[config.mk]
export PLATFORM = sky130hd
export DESIGN_NAME = ssd_scan_ctrl
export DESIGN_NICKNAME = d
export VERILOG_FILES = /design/src/rtl/ssd_pkg.sv /design/src/rtl/ssd_hex_decode.sv /design/src/rtl/ssd_scan_ctrl.sv
export SDC_FILE = /design/constraint.sdc
export NUM_CORES = 1
export LEC_CHECK = 0
export CORE_ASPECT_RATIO = 1.2
export CORE_MARGIN = 2
export CORE_UTILIZATION = 54
export DETAILED_ROUTE_END_ITERATION = 10
export PLACE_DENSITY = 0.76
export SYNTH_ARGS = -nofsm -noshare
export SYNTH_HDL_FRONTEND = slang
export SYNTH_SLANG_ARGS = --single-unit
[constraint.sdc]
create_clock -name clk -period 3.2 [get_ports clk]
set_clock_uncertainty 0.2 [all_clocks]
set_input_delay 0.32 -clock clk [delete_from_list [all_inputs] [get_ports clk]]
set_output_delay 0.32 -clock clk [all_outputs]
set_load 0.01 [all_outputs]
[src/rtl/ssd_pkg.sv]
// ssd_pkg: shared constants for the seven-segment scan controller (segment map, blank/off patterns)
package ssd_pkg;
  localparam int MAX_DIGITS = 32;
  localparam logic [6:0] SEG_BLANK = 7'b1111111;
  localparam logic [MAX_DIGITS-1:0] ANODE_OFF = '1;
  localparam logic [6:0] HEX_SEG [16] = '{
    7'b0000001, 7'b1001111, 7'b0010010, 7'b0000110,
    7'b1001100, 7'b0100100, 7'b0100000, 7'b0001111,
    7'b0000000, 7'b0000100, 7'b0001000, 7'b1100000,
    7'b0110001, 7'b1000010, 7'b0110000, 7'b0111000
  };
endpackage

[src/rtl/ssd_hex_decode.sv]
// ssd_hex_decode: combinational hex nibble to active-low a..g segment pattern
module ssd_hex_decode
  import ssd_pkg::*;
(
  input  logic [3:0] nib_i,
  output logic [6:0] seg_o
);
  assign seg_o = HEX_SEG[nib_i];
endmodule

[src/rtl/ssd_scan_ctrl.sv]
// ssd_scan_ctrl: multiplexed seven-segment scanner with PWM and frame-aligned load handshake
// Optional leading-zero blanking when SSD_LZB_EN is defined.
module ssd_scan_ctrl #(
  parameter int NUM_DIGITS = 8,
  parameter int DIGIT_W    = 17,
  parameter int BRIGHT_W   = 3
) (
  input  logic                    clk,
  input  logic                    rst,
  input  logic                    load,
  input  logic [4*NUM_DIGITS-1:0] data_in,
  input  logic [NUM_DIGITS-1:0]   dp_in,
  input  logic [NUM_DIGITS-1:0]   blank_in,
  input  logic [BRIGHT_W-1:0]     brightness,
  output logic [NUM_DIGITS-1:0]   anode,
  output logic [6:0]              seg,
  output logic                    dp,
  output logic                    load_ack,
  output logic                    frame_tick
);
  import ssd_pkg::*;
  localparam int IW = NUM_DIGITS > 1 ? $clog2(NUM_DIGITS) : 1;
  localparam logic [IW-1:0] LAST = IW'(NUM_DIGITS - 1);
  logic [DIGIT_W-1:0]      presc_q;
  logic [IW-1:0]           idx_q, dig;
  logic [4*NUM_DIGITS-1:0] sh_data_q, pd_data_q;
  logic [NUM_DIGITS-1:0]   sh_dp_q, sh_blank_q, pd_dp_q, pd_blank_q;
  logic                    pv_q, bnd, commit, lit, lzb;
  logic [3:0]              nib;
  logic [6:0]              dec_seg, seg_d, seg_q;
  logic [NUM_DIGITS-1:0]   anode_d, anode_q;
  logic                    dp_d, dp_q, ack_q, tick_q;
  ssd_hex_decode u_dec (.nib_i(nib), .seg_o(dec_seg));
`ifdef SSD_LZB_EN
  logic [NUM_DIGITS:0] lz;
  assign lz[NUM_DIGITS] = 1'b1;
  for (genvar g = 0; g < NUM_DIGITS; g++) begin : g_lz
    assign lz[g] = lz[g+1] && sh_data_q[4*g +: 4] == 4'd0;
  end
  assign lzb = lz[dig] && dig != '0;
`else
  assign lzb = 1'b0;
`endif
  // index 0 scans the leftmost digit first
  always_comb begin
    dig = LAST - idx_q;
    bnd = &presc_q && idx_q == LAST;
    commit = bnd && (pv_q || load);
    nib = sh_data_q[4*dig +: 4];
    lit = presc_q[DIGIT_W-1 -: BRIGHT_W] <= brightness && !sh_blank_q[dig];
    anode_d = ANODE_OFF[NUM_DIGITS-1:0];
    anode_d[dig] = !lit;
    seg_d = lit && !lzb ? dec_seg : SEG_BLANK;
    dp_d = lit ? !sh_dp_q[dig] : 1'b1;
  end
  always_ff @(posedge clk) begin
    if (rst) begin
      presc_q    <= '0;
      idx_q      <= '0;
      sh_data_q  <= '0;
      sh_dp_q    <= '0;
      sh_blank_q <= '0;
      pd_data_q  <= '0;
      pd_dp_q    <= '0;
      pd_blank_q <= '0;
      pv_q       <= 1'b0;
      anode_q    <= ANODE_OFF[NUM_DIGITS-1:0];
      seg_q      <= SEG_BLANK;
      dp_q       <= 1'b1;
      ack_q      <= 1'b0;
      tick_q     <= 1'b0;
    end else begin
      presc_q <= presc_q + 1'b1;
      if (&presc_q) idx_q <= idx_q == LAST ? '0 : idx_q + 1'b1;
      if (load) begin
        pd_data_q  <= data_in;
        pd_dp_q    <= dp_in;
        pd_blank_q <= blank_in;
        pv_q       <= 1'b1;
      end
      if (bnd) pv_q <= 1'b0;
      // a load in the boundary cycle bypasses the pending registers
      if (commit) begin
        sh_data_q  <= load ? data_in  : pd_data_q;
        sh_dp_q    <= load ? dp_in    : pd_dp_q;
        sh_blank_q <= load ? blank_in : pd_blank_q;
      end
      anode_q <= anode_d;
      seg_q   <= seg_d;
      dp_q    <= dp_d;
      ack_q   <= commit;
      tick_q  <= bnd;
    end
  end
  assign anode      = anode_q;
  assign seg        = seg_q;
  assign dp         = dp_q;
  assign load_ack   = ack_q;
  assign frame_tick = tick_q;
endmodule

-- After elaboration in Yosys (flattened, before gate mapping)
Memory sizes are Yosys's and may differ from the RTL's. A register that Yosys moved wholly into a read port is not among the register bits.
Cells that the tools add are included.
- shift operators: 1
- equal/unequal tests: 1
- magnitude comparators: 3
- reduce and logical (&&, ||, !) cells: 11
- bitwise operators: 4
- mux-type cells: 10
- add/subtract/negate cells: 3
- operator list (cell ; count):
    $mux 32 ; 1
    $shiftx 32x6->4 ; 1
    $add 17x1->17 const B ; 1
    $reduce_and 17->1 ; 1
    $mux 8 ; 2
    $not 8->8 ; 1
    $or 8x8->8 ; 1
    $bmux 1 s3 ; 2
    $not 4->5 ; 1
    $logic_and 1x1->1 ; 4
    $lt 3x4->1 const B ; 1
    $reduce_or 2->1 ; 2
    $add 3x1->3 const B ; 1
    $demux 1 s3 ; 1
    $eq 3x3->1 const B ; 1
    $ge 3x1->1 const B ; 1
    $le 3x3->1 ; 1
    $logic_not 1->1 ; 3
    $mux 1 ; 3
    $mux 3 ; 1
    $sub 3x3->3 const A ; 1
    $logic_or 1x1->1 ; 1
    $not 1->1 ; 1
- ROM bits: 112
- logic and storage cells: 47
- bits in registers: 128
- memories kept: 1
- memory list (name ; depth ; width ; rd ports ; clocked after Yosys merged registers in ; wr ports ; RTL line ; RTL):
    (name not given) ; 16 ; 7 ; 1 ; 1 ; 0 ; ssd_hex_decode.sv:8 ; assign seg_o = HEX_SEG[nib_i];

-- Logic depth before layout (Yosys ltp)
Gate-level depths: netlist of the first run.
- depth in word-level cells: 7
- gate-level depth with buffers: 10
- depth with buffers taken out: 9

-- By module
A second synthesis of the first run with hierarchy kept.
- cell total of the unflattened synthesis: 560
- area total of the unflattened synthesis: 5482.8 um^2
- modules (own cells, without submodules) (module ; sequential area each (um^2) ; area each (um^2) ; instances ; cells each):
    ssd_scan_ctrl ; 2702.6 ; 5230.0 ; 1 ; 524
    ssd_hex_decode ; 0.0 ; 252.7 ; 1 ; 36

-- Least setup slack after synthesis of the first run
OpenSTA, ideal clock, no wires.
- path kind: register -> register
- start point: reg presc_q[0]
- end point: reg sh_blank_q[0]
- data arrival time: 2391 ps
- setup time: 137 ps
- stages on the path, launching flop included: 11
- path buffers: 2
- slack: 471 ps
- period minus slack after synthesis: 2729 ps
- cells stage by stage: dfxtp_1 > ha_1 > nand4_1 > nor3_1 > and3_1 > ha_1 > nand2_1 > nor2_1 > clkbuf_1 > buf_1 > a211oi_1
- word-level cells in the longest chain between the ends: 3
- RTL lines (element ; RTL line ; RTL):
    start: declaration ; ssd_scan_ctrl.sv:24 ; logic [DIGIT_W-1:0] presc_q;
    start signal: assignment ; ssd_scan_ctrl.sv:73 ; presc_q <= presc_q + 1'b1;
    $reduce_and 17->1 ; ssd_scan_ctrl.sv:47 ; bnd = &presc_q && idx_q == LAST;
    $logic_and 1x1->1 ; ssd_scan_ctrl.sv:47 ;
    $logic_and 1x1->1 ; ssd_scan_ctrl.sv:48 ; commit = bnd && (pv_q || load);
    end signal: assignment ; ssd_scan_ctrl.sv:86 ; sh_blank_q <= load ? blank_in : pd_blank_q;
    end: declaration ; ssd_scan_ctrl.sv:27 ; logic [NUM_DIGITS-1:0] sh_dp_q, sh_blank_q, pd_dp_q, pd_blank_q;
No other way between the ends.
A chain may end at the register's enable or synchronous reset.

-- Worst setup path in the final report of the first run
- start point: reg presc_q[0]
- end point: reg sh_dp_q[6]
- word-level cells in the longest chain between the ends: 3
- RTL lines (element ; RTL line ; RTL):
    $reduce_and 17->1 ; ssd_scan_ctrl.sv:47 ;
    $logic_and 1x1->1 ; ssd_scan_ctrl.sv:47 ;
    $logic_and 1x1->1 ; ssd_scan_ctrl.sv:48 ;
    end signal: assignment ; ssd_scan_ctrl.sv:85 ; sh_dp_q <= load ? dp_in : pd_dp_q;
    end: declaration ; ssd_scan_ctrl.sv:27 ;
No other way between the ends.

==> results.rst, run 1 <==
.. list-table::
   :header-rows: 1

   * - Metric
     - Value
   * - Skew-Pair Late Insertion Delay
     - 0.41 ns
   * - Length of the first detailed-routing pass in iterations
     - 4
   * - First-pass GRT wire length
     - 18.0 mm
   * - Internal power of the cells
     - 3270 uW
   * - Highest attainable clock frequency
     - 0.350 GHz
   * - Share of the cycle needed by the critical path after routing
     - 89.4%
   * - Pins over their slew limit
     - 0
   * - Clock power share
     - 51.8%
   * - Number of primary I/O pins
     - 72
   * - Final instance count without filler cells
     - 728
   * - Family with the most delay on the worst path
     - simple AND/OR/NAND/NOR gates
   * - Worst setup margin
     - 0.339 ns
   * - Core Footprint
     - 9610 sq um
   * - Sequential element share of the synthesized area
     - 50.4%
   * - Die Height
     - 113 microns
   * - Kind of capture point of the worst setup path
     - register
   * - Clock tree sinks
     - 135
   * - Data arrival time of the critical path
     - 2.97 ns
   * - Leakage power
     - 0.00259 uW
   * - Count of flip-flops with a built-in enable after synthesis
     - 0
   * - Category of the most critical setup path
     - reg -> reg
   * - Clock tree from TritonCTS
     - built
   * - Setup repair after global routing missed its margin
     - no
   * - Maximum vdd ir drop
     - 436 uV
   * - Area enclosed by the die boundary
     - 10,700 sq um
   * - Initial detailed-routing violation count
     - 185
   * - Synth top area share
     - 50.4%
   * - Syn Std Cell Area
     - 5360 sq um
   * - DR WL/cell
     - 15.1 microns
   * - Worst Tran Pin Value
     - 0.924 ns
   * - Number of distinct library cell variants in the gate-level netlist after synthesis
     - 46
   * - Post-synth ARST share
     - 0%
   * - # diodes
     - 0
   * - Leading cell type by number of instances after synthesis
     - dfxtp_1
   * - Count of placed standard cells including taps
     - 696
   * - DP Wirelength
     - 7.20 mm
   * - Count of input and output buffers
     - 71
   * - Hold-fix buffer count after cts
     - 0
   * - Initial antenna violation count
     - 0
   * - Pwr per Cell Area
     - 599 nW/um^2
   * - Ratio of routed vias to standard cells
     - 5.41
   * - Crit Path Max Fanout
     - 96
   * - Bufs on Longest Clock Path
     - 2
   * - Power share of the combinational group
     - 5.4%
   * - Root buffer cell
     - clkbuf_16
   * - Residual overflow from global routing
     - 0
   * - Critical Path RT
     - 3.31 ns
   * - Total wire length after detailed routing
     - 11.0 mm
   * - Delay contributed by the slowest stage of the critical path
     - 0.38 ns
   * - Final Util
     - 70.6%
   * - Overall via count from detail_route
     - 3,935
   * - Starting utilization of the core area
     - 55.8%
   * - Routability congestion estimate
     - 0.804
   * - Most instantiated flip-flop cell in the synthesis netlist
     - dfxtp_1
   * - DRC violations left
     - 0
   * - Setup violators final
     - 0
   * - Worst-path cell with the longest stage delay
     - dfxtp_1
   * - Largest net degree at the start of global routing
     - 97
   * - Syn. warnings
     - 0
   * - Synth-to-layout area growth
     - 26.6%
   * - Post-route minimum period
     - 2.86 ns
   * - GRT Overall Usage
     - 21.9%
   * - Fraction of final layout cells with drive strength greater than 1
     - 9.09%
   * - Hold Violations, Final
     - 0
   * - Syn_nets
     - 599
   * - Rows
     - 39
   * - Cell Chain, Critical Path
     - ha_1, nand4_1, nor3_1, and3_1, ha_1, nand2_1, nor2_4, buf_12, nor2_1, a211oi_1
   * - Width of the die
     - 95.0 microns
   * - Gate count after technology mapping
     - 532
   * - Buffering stage count on the worst path with inverters included
     - 1
   * - Level count of the clock H-tree
     - 4
   * - Buffers inserted by post-CTS timing repair
     - 0
   * - Fin Setup TNS
     - 0 ns
   * - Via count of the first global-routing pass
     - 3,852
   * - Switching fraction of total power
     - 19.7%
   * - Type of element launching the critical path
     - register
   * - Number of register bits inferred by synthesis
     - 135
   * - Relative contribution of sequential cells to total power
     - 42.8%
   * - Post-cts gate resize count
     - 0
   * - Syn Area/Cell
     - 10.1 sq um
   * - Top cell types by occurrence after synthesis
     - 135 x dfxtp_1, 126 x nor2_1, 59 x mux2i_1
   * - Most frequent cell on the critical path
     - ha_1
   * - Power, Total
     - 4070 uW
   * - Dominant cell type by area after synthesis
     - dfxtp_1
   * - Post-layout net count
     - 659
   * - Number of clock buffers inserted by TritonCTS
     - 17
   * - Worst slack after detailed placement
     - 0.438 ns
   * - Max Cap Violations
     - 0
   * - Count of antenna-violating nets left after detailed routing
     - 0
   * - Synth top area cells
     - dfxtp_1 50%, mux2i_1 11%, nor2_1 8.8%, a211oi_1 7.0%, ha_1 3.0%
   * - Worst hold-check path type
     - in -> reg
   * - CTS clk-pin slew, worst paths
     - 0.05 ns
   * - Run status
     - finished, final reports clean
   * - Switching component of the power
     - 800 uW
   * - Max-slew headroom at the worst pin
     - 38.3%
==> stage by stage <==
stage	cell area [sq um]	hold slack [ns]
finish	6790	0.178
CTS	6790	0.167
floorplan	5360	0.230
global route	6790	0.195
global placement	6140	0.242
detailed placement	6140	0.264
==> worst paths after layout <==
kind | from | to | slack, ns | cells past startpoint
worst max-delay path | presc_q[0] | sh_dp_q[6] | 0.34 | 10
worst min-delay path | rst | presc_q[0] | 0.18 | 2
worst max register to register | presc_q[0] | sh_dp_q[6] | 0.34 | 10
worst min register to register | presc_q[0] | presc_q[0] | 0.27 | 1
==> kinds of logic after synthesis <==
logic type / synth area share (%)
AND/OR/NAND/NOR: 14.9
multiplexers: 15.5
flip-flops: 50.4
XOR/XNOR: 2.29
buffers and inverters: 4.11
AO/OA/AOI/OAI: 9.80
adder cells (fa/ha/maj): 3.03
==> worst reg2reg max path, cell delays in order (launching register included) <==
cell and delay (ns):
dfxtp_1 0.38, ha_1 0.25, nand4_1 0.14, nor3_1 0.30, and3_1 0.21, ha_1 0.26
nand2_1 0.17, nor2_4 0.14, buf_12 0.34, nor2_1 0.12, a211oi_1 0.27
==> power groups by stage <==
stage	Combinational, uW	Sequential [uW]	Clock (uW)
after floorplan	111	1780	0
after global placement	217	1780	0
after detailed placement	221	1780	0
after CTS	223	1740	2130
after global routing	241	1740	2210
final	220	1740	2100
==> layer usage <==
metal | track usage [%] | up-vias | part of all wire [%] | wire length (microns)
met5 | 0 | - | 0 | 0
met4 | 7.83 | 0 | 2.1 | 234
met3 | 6.32 | 21 | 4.5 | 489
met2 | 38.3 | 93 | 51 | 5610
met1 | 25.1 | 1845 | 42 | 4660
li1 | - | 1976 | - | -
==> cell type report <==
class	instances	area (sq um)
fill	710	2830
sequential	135	2700
multi-input combinational	348	2450
timing repair buffer	80	796
clock buffer	24	512
tap	123	154
clock inverter	8	140
inverter	10	37.5
==> state kept, by name, indices dropped and copies added, names as in the netlist <==
name,cells
pd_data_q,32
sh_data_q,32
presc_q,17
anode,8
pd_blank_q,8
pd_dp_q,8
sh_blank_q,8
sh_dp_q,8
seg,7
idx_q,3
dp,1
frame_tick,1
load_ack,1
pv_q,1
==> cell usage in the layout (no fill, tap or decap), types with 7 or more instances in the layout <==
cell             instances
inv_1                   10
ha_1                    13
clkdlybuf4s50_1         69
mux2i_1                 59
clkbuf_16               17
buf_4                    8
a211oi_1                50
dfxtp_1                135
nor2b_1                  7
xor2_1                   8
nand3_1                  8
nor2_1                 125
nand2_1                 12
Note: power is estimated with default switching activity, not from simulation.
==> run 2, diff against run 1 <==
--- a/config.mk
+++ b/config.mk
@@ -7,9 +7,9 @@
 export LEC_CHECK = 0
 export CORE_ASPECT_RATIO = 1.2
 export CORE_MARGIN = 2
-export CORE_UTILIZATION = 54
+export CORE_UTILIZATION = 59
 export DETAILED_ROUTE_END_ITERATION = 10
-export PLACE_DENSITY = 0.76
+export PLACE_DENSITY = 0.82
 export SYNTH_ARGS = -nofsm -noshare
 export SYNTH_HDL_FRONTEND = slang
 export SYNTH_SLANG_ARGS = --single-unit
==> constraint.sdc (replaced) <==
create_clock -name clk -period 3.7 [get_ports clk]
set_clock_uncertainty 0.2 [all_clocks]
set_input_delay 0.37 -clock clk [delete_from_list [all_inputs] [get_ports clk]]
set_output_delay 0.37 -clock clk [all_outputs]
set_load 0.01 [all_outputs]
==> results.rst, run 2 (same netlist as run 1, synthesis figures left out) <==
.. list-table::
   :header-rows: 1

   * - Metric
     - Value
   * - Run status
     - finished, final reports clean
   * - Root buffer cell
     - clkbuf_8
   * - Instance count along the most critical hold path
     - 2 (unchanged)
   * - DR WL/cell
     - 15.2 microns (+0.56%)
   * - Via count of the first global-routing pass
     - 3,930 (+2.0%)
   * - Skew-Pair Late Insertion Delay
     - 0.51 ns (+0.10 ns)
   * - Kind of capture point of the worst setup path
     - register
   * - Worst hold-check path type
     - in -> reg
   * - Category of the most critical setup path
     - reg -> reg
   * - Crit Path Max Fanout
     - 8 (-92%)
   * - Starting utilization of the core area
     - 60.0% (+4.2 points)
   * - Delay contributed by the slowest stage of the critical path
     - 0.64 ns (+0.26 ns)
   * - Routability congestion estimate
     - 0.786 (-2.2%)
   * - Hold-fix buffer count after cts
     - 0 (unchanged)
   * - Clock tree sinks
     - 135 (unchanged)
   * - DRC violations left
     - 0 (unchanged)
   * - Multi-input gate area in the final layout
     - 2450 sq um (unchanged)
   * - Worst Tran Pin Value
     - 0.933 ns (+0.00963 ns)
   * - Count of antenna-violating nets left after detailed routing
     - 0 (unchanged)
   * - Length in cells of the worst reg-to-reg path
     - 7 (-3)
   * - Count of input and output buffers
     - 71 (unchanged)
   * - Maximum vdd ir drop
     - 394 uV (-9.7%)
   * - Buffering stage count on the worst path with inverters included
     - 1 (unchanged)
   * - DP Wirelength
     - 7.29 mm (+1.3%)
   * - Setup violators final
     - 0 (unchanged)
   * - Post-cts gate resize count
     - 0 (unchanged)
   * - Highest attainable clock frequency
     - 0.331 GHz (-5.4%)
   * - # diodes
     - 0 (unchanged)
   * - Largest net degree at the start of global routing
     - 72 (-26%)
   * - Max-slew headroom at the worst pin
     - 37.7% (-0.64 points)
   * - Hold Violations, Final
     - 0 (unchanged)
   * - Residual overflow from global routing
     - 0 (unchanged)
   * - Stages on the worst setup path
     - 7 (-3)
   * - Fin Setup TNS
     - 0 ns (unchanged)
   * - Synth-to-layout area growth
     - 26.0%
   * - CTS clk-pin slew, worst paths
     - 0.06 ns (about the same)
   * - Family with the most delay on the worst path
     - multiplexers
   * - Number of primary I/O pins
     - 72 (unchanged)
   * - Setup repair after global routing missed its margin
     - no
   * - Commonest cells after routing, fill and taps aside
     - 135 x dfxtp_1, 125 x nor2_1, 69 x clkdlybuf4s50_1
   * - Max Cap Violations
     - 0 (unchanged)
   * - Data arrival time of the critical path
     - 3.18 ns (+0.21 ns)
   * - Post-route minimum period
     - 3.02 ns (+0.162 ns)
   * - Fraction of final layout cells with drive strength greater than 1
     - 8.80% (-0.29 points)
   * - Critical Path RT
     - 3.85 ns (+0.54 ns)
   * - Power, Total
     - 3490 uW (-14%)
   * - Final instance count without filler cells
     - 722 (-0.82%)
   * - Type of element launching the critical path
     - register
   * - Ratio of routed vias to standard cells
     - 5.47 (+1.1%)
   * - Area enclosed by the die boundary
     - 9870 sq um (-8.2%)
   * - Initial antenna violation count
     - 0 (unchanged)
   * - Leakage power
     - 0.00256 uW (-1.3%)
   * - Overall via count from detail_route
     - 3,946 (+0.28%)
   * - Count of placed standard cells including taps
     - 691 (-0.72%)
   * - Worst-path cell with the longest stage delay
     - dfxtp_1
   * - Die Height
     - 108 microns (-4.2%)
   * - Register cell area after layout
     - 2700 sq um (unchanged)
   * - GRT Overall Usage
     - 23.5% (+1.7 points)
   * - Worst hold slack after final layout
     - 0.111 ns (-0.0672 ns)
   * - Cell Chain, Critical Path
     - mux4_1, mux2i_1, inv_1, ha_1, nor2b_1, a211oi_1, o21ai_0
   * - Pins over their slew limit
     - 0 (unchanged)
   * - Rows
     - 38 (-2.6%)
   * - Post-DP Area
     - 6120 sq um (-0.31%)
   * - Level count of the clock H-tree
     - 4 (unchanged)
   * - Post-layout net count
     - 657 (-0.30%)
   * - Pwr per Cell Area
     - 516 nW/um^2 (-14%)
   * - Core Footprint
     - 8940 sq um (-7.0%)
   * - First-pass GRT wire length
     - 18.3 mm (+1.5%)
   * - Length of the first detailed-routing pass in iterations
     - 4 (unchanged)
   * - Width of the die
     - 91.0 microns (-4.1%)
   * - Total wire length after detailed routing
     - 11.0 mm (-0.26%)
   * - Number of clock buffers inserted by TritonCTS
     - 17 (unchanged)
   * - Registers with the highest flip-flop counts
     - pd_data_q: 32 flops, sh_data_q: 32 flops, presc_q: 17 flops
   * - Share of the cycle needed by the critical path after routing
     - 81.7% (-7.7 points)
   * - Commonest non-fill, non-tap cell in the layout
     - dfxtp_1
   * - Filler cells
     - 638 (-10%)
   * - Initial detailed-routing violation count
     - 179 (-3.2%)
   * - Clock tree from TritonCTS
     - built
   * - Buffers inserted by post-CTS timing repair
     - 0 (unchanged)
   * - Design Area, Final
     - 6760 sq um (-0.44%)
   * - Bufs on Longest Clock Path
     - 2 (unchanged)
[run 2: changes by cell type in the layout (fill, tap and decap cells not counted), sizes merged]
cell	change
buf	-2
bufinv	+1
clkbuf	-5
clkinv	-2
clkinvlp	+4
inv	+1
[run 2: worst register-to-register path: stages, from the launching register on]
cell	delay [ns]
dfxtp_1	0.64
mux4_1	0.62
mux2i_1	0.50
inv_1	0.20
ha_1	0.27
nor2b_1	0.14
a211oi_1	0.20
o21ai_0	0.10
[run 2: final cells by class]
type,instances,share of cell area [%]
flip-flops and latches,135,40.0
clock buffers,19,6.54
multi-input cells,348,36.2
clock inverters,12,2.94
well taps,120,2.22
repair buffers,78,11.6
inverters,10,0.555
[run 2: path summary, 6_finish.rpt]
check                end  startpoint  slack [ns]
max               seg[3]    idx_q[0]        0.68
min          presc_q[11]         rst        0.11
max reg2reg       seg[3]    idx_q[0]        0.68
min reg2reg   presc_q[0]  presc_q[0]        0.27
[run 2: metrics by stage]
stage | setup slack, ns | utilization [%]
CTS | 0.698 | 75.6
global route | 0.403 | 75.6
global placement | 0.789 | 68.4
finish | 0.677 | 75.6
detailed placement | 0.754 | 68.4
floorplan | 0.971 | -
[run 2: per-layer routing]
layer | share of wire (%) | track usage [%] | vias up
met4 | 1.5 | 8.01 | 0
met1 | 43 | 27.6 | 1874
met2 | 52 | 41.4 | 79
met5 | 0 | 0 | -
li1 | - | - | 1977
met3 | 3.8 | 6.97 | 16
[run 2: power breakdown]
part           switching, uW  internal [uW]  total (uW)  leakage (uW)
Combinational           89.3           97.6         187       0.00115
Clock                    604           1190        1800      0.000302
Sequential              12.1           1490        1510       0.00110
Total                    706           2780        3490       0.00256
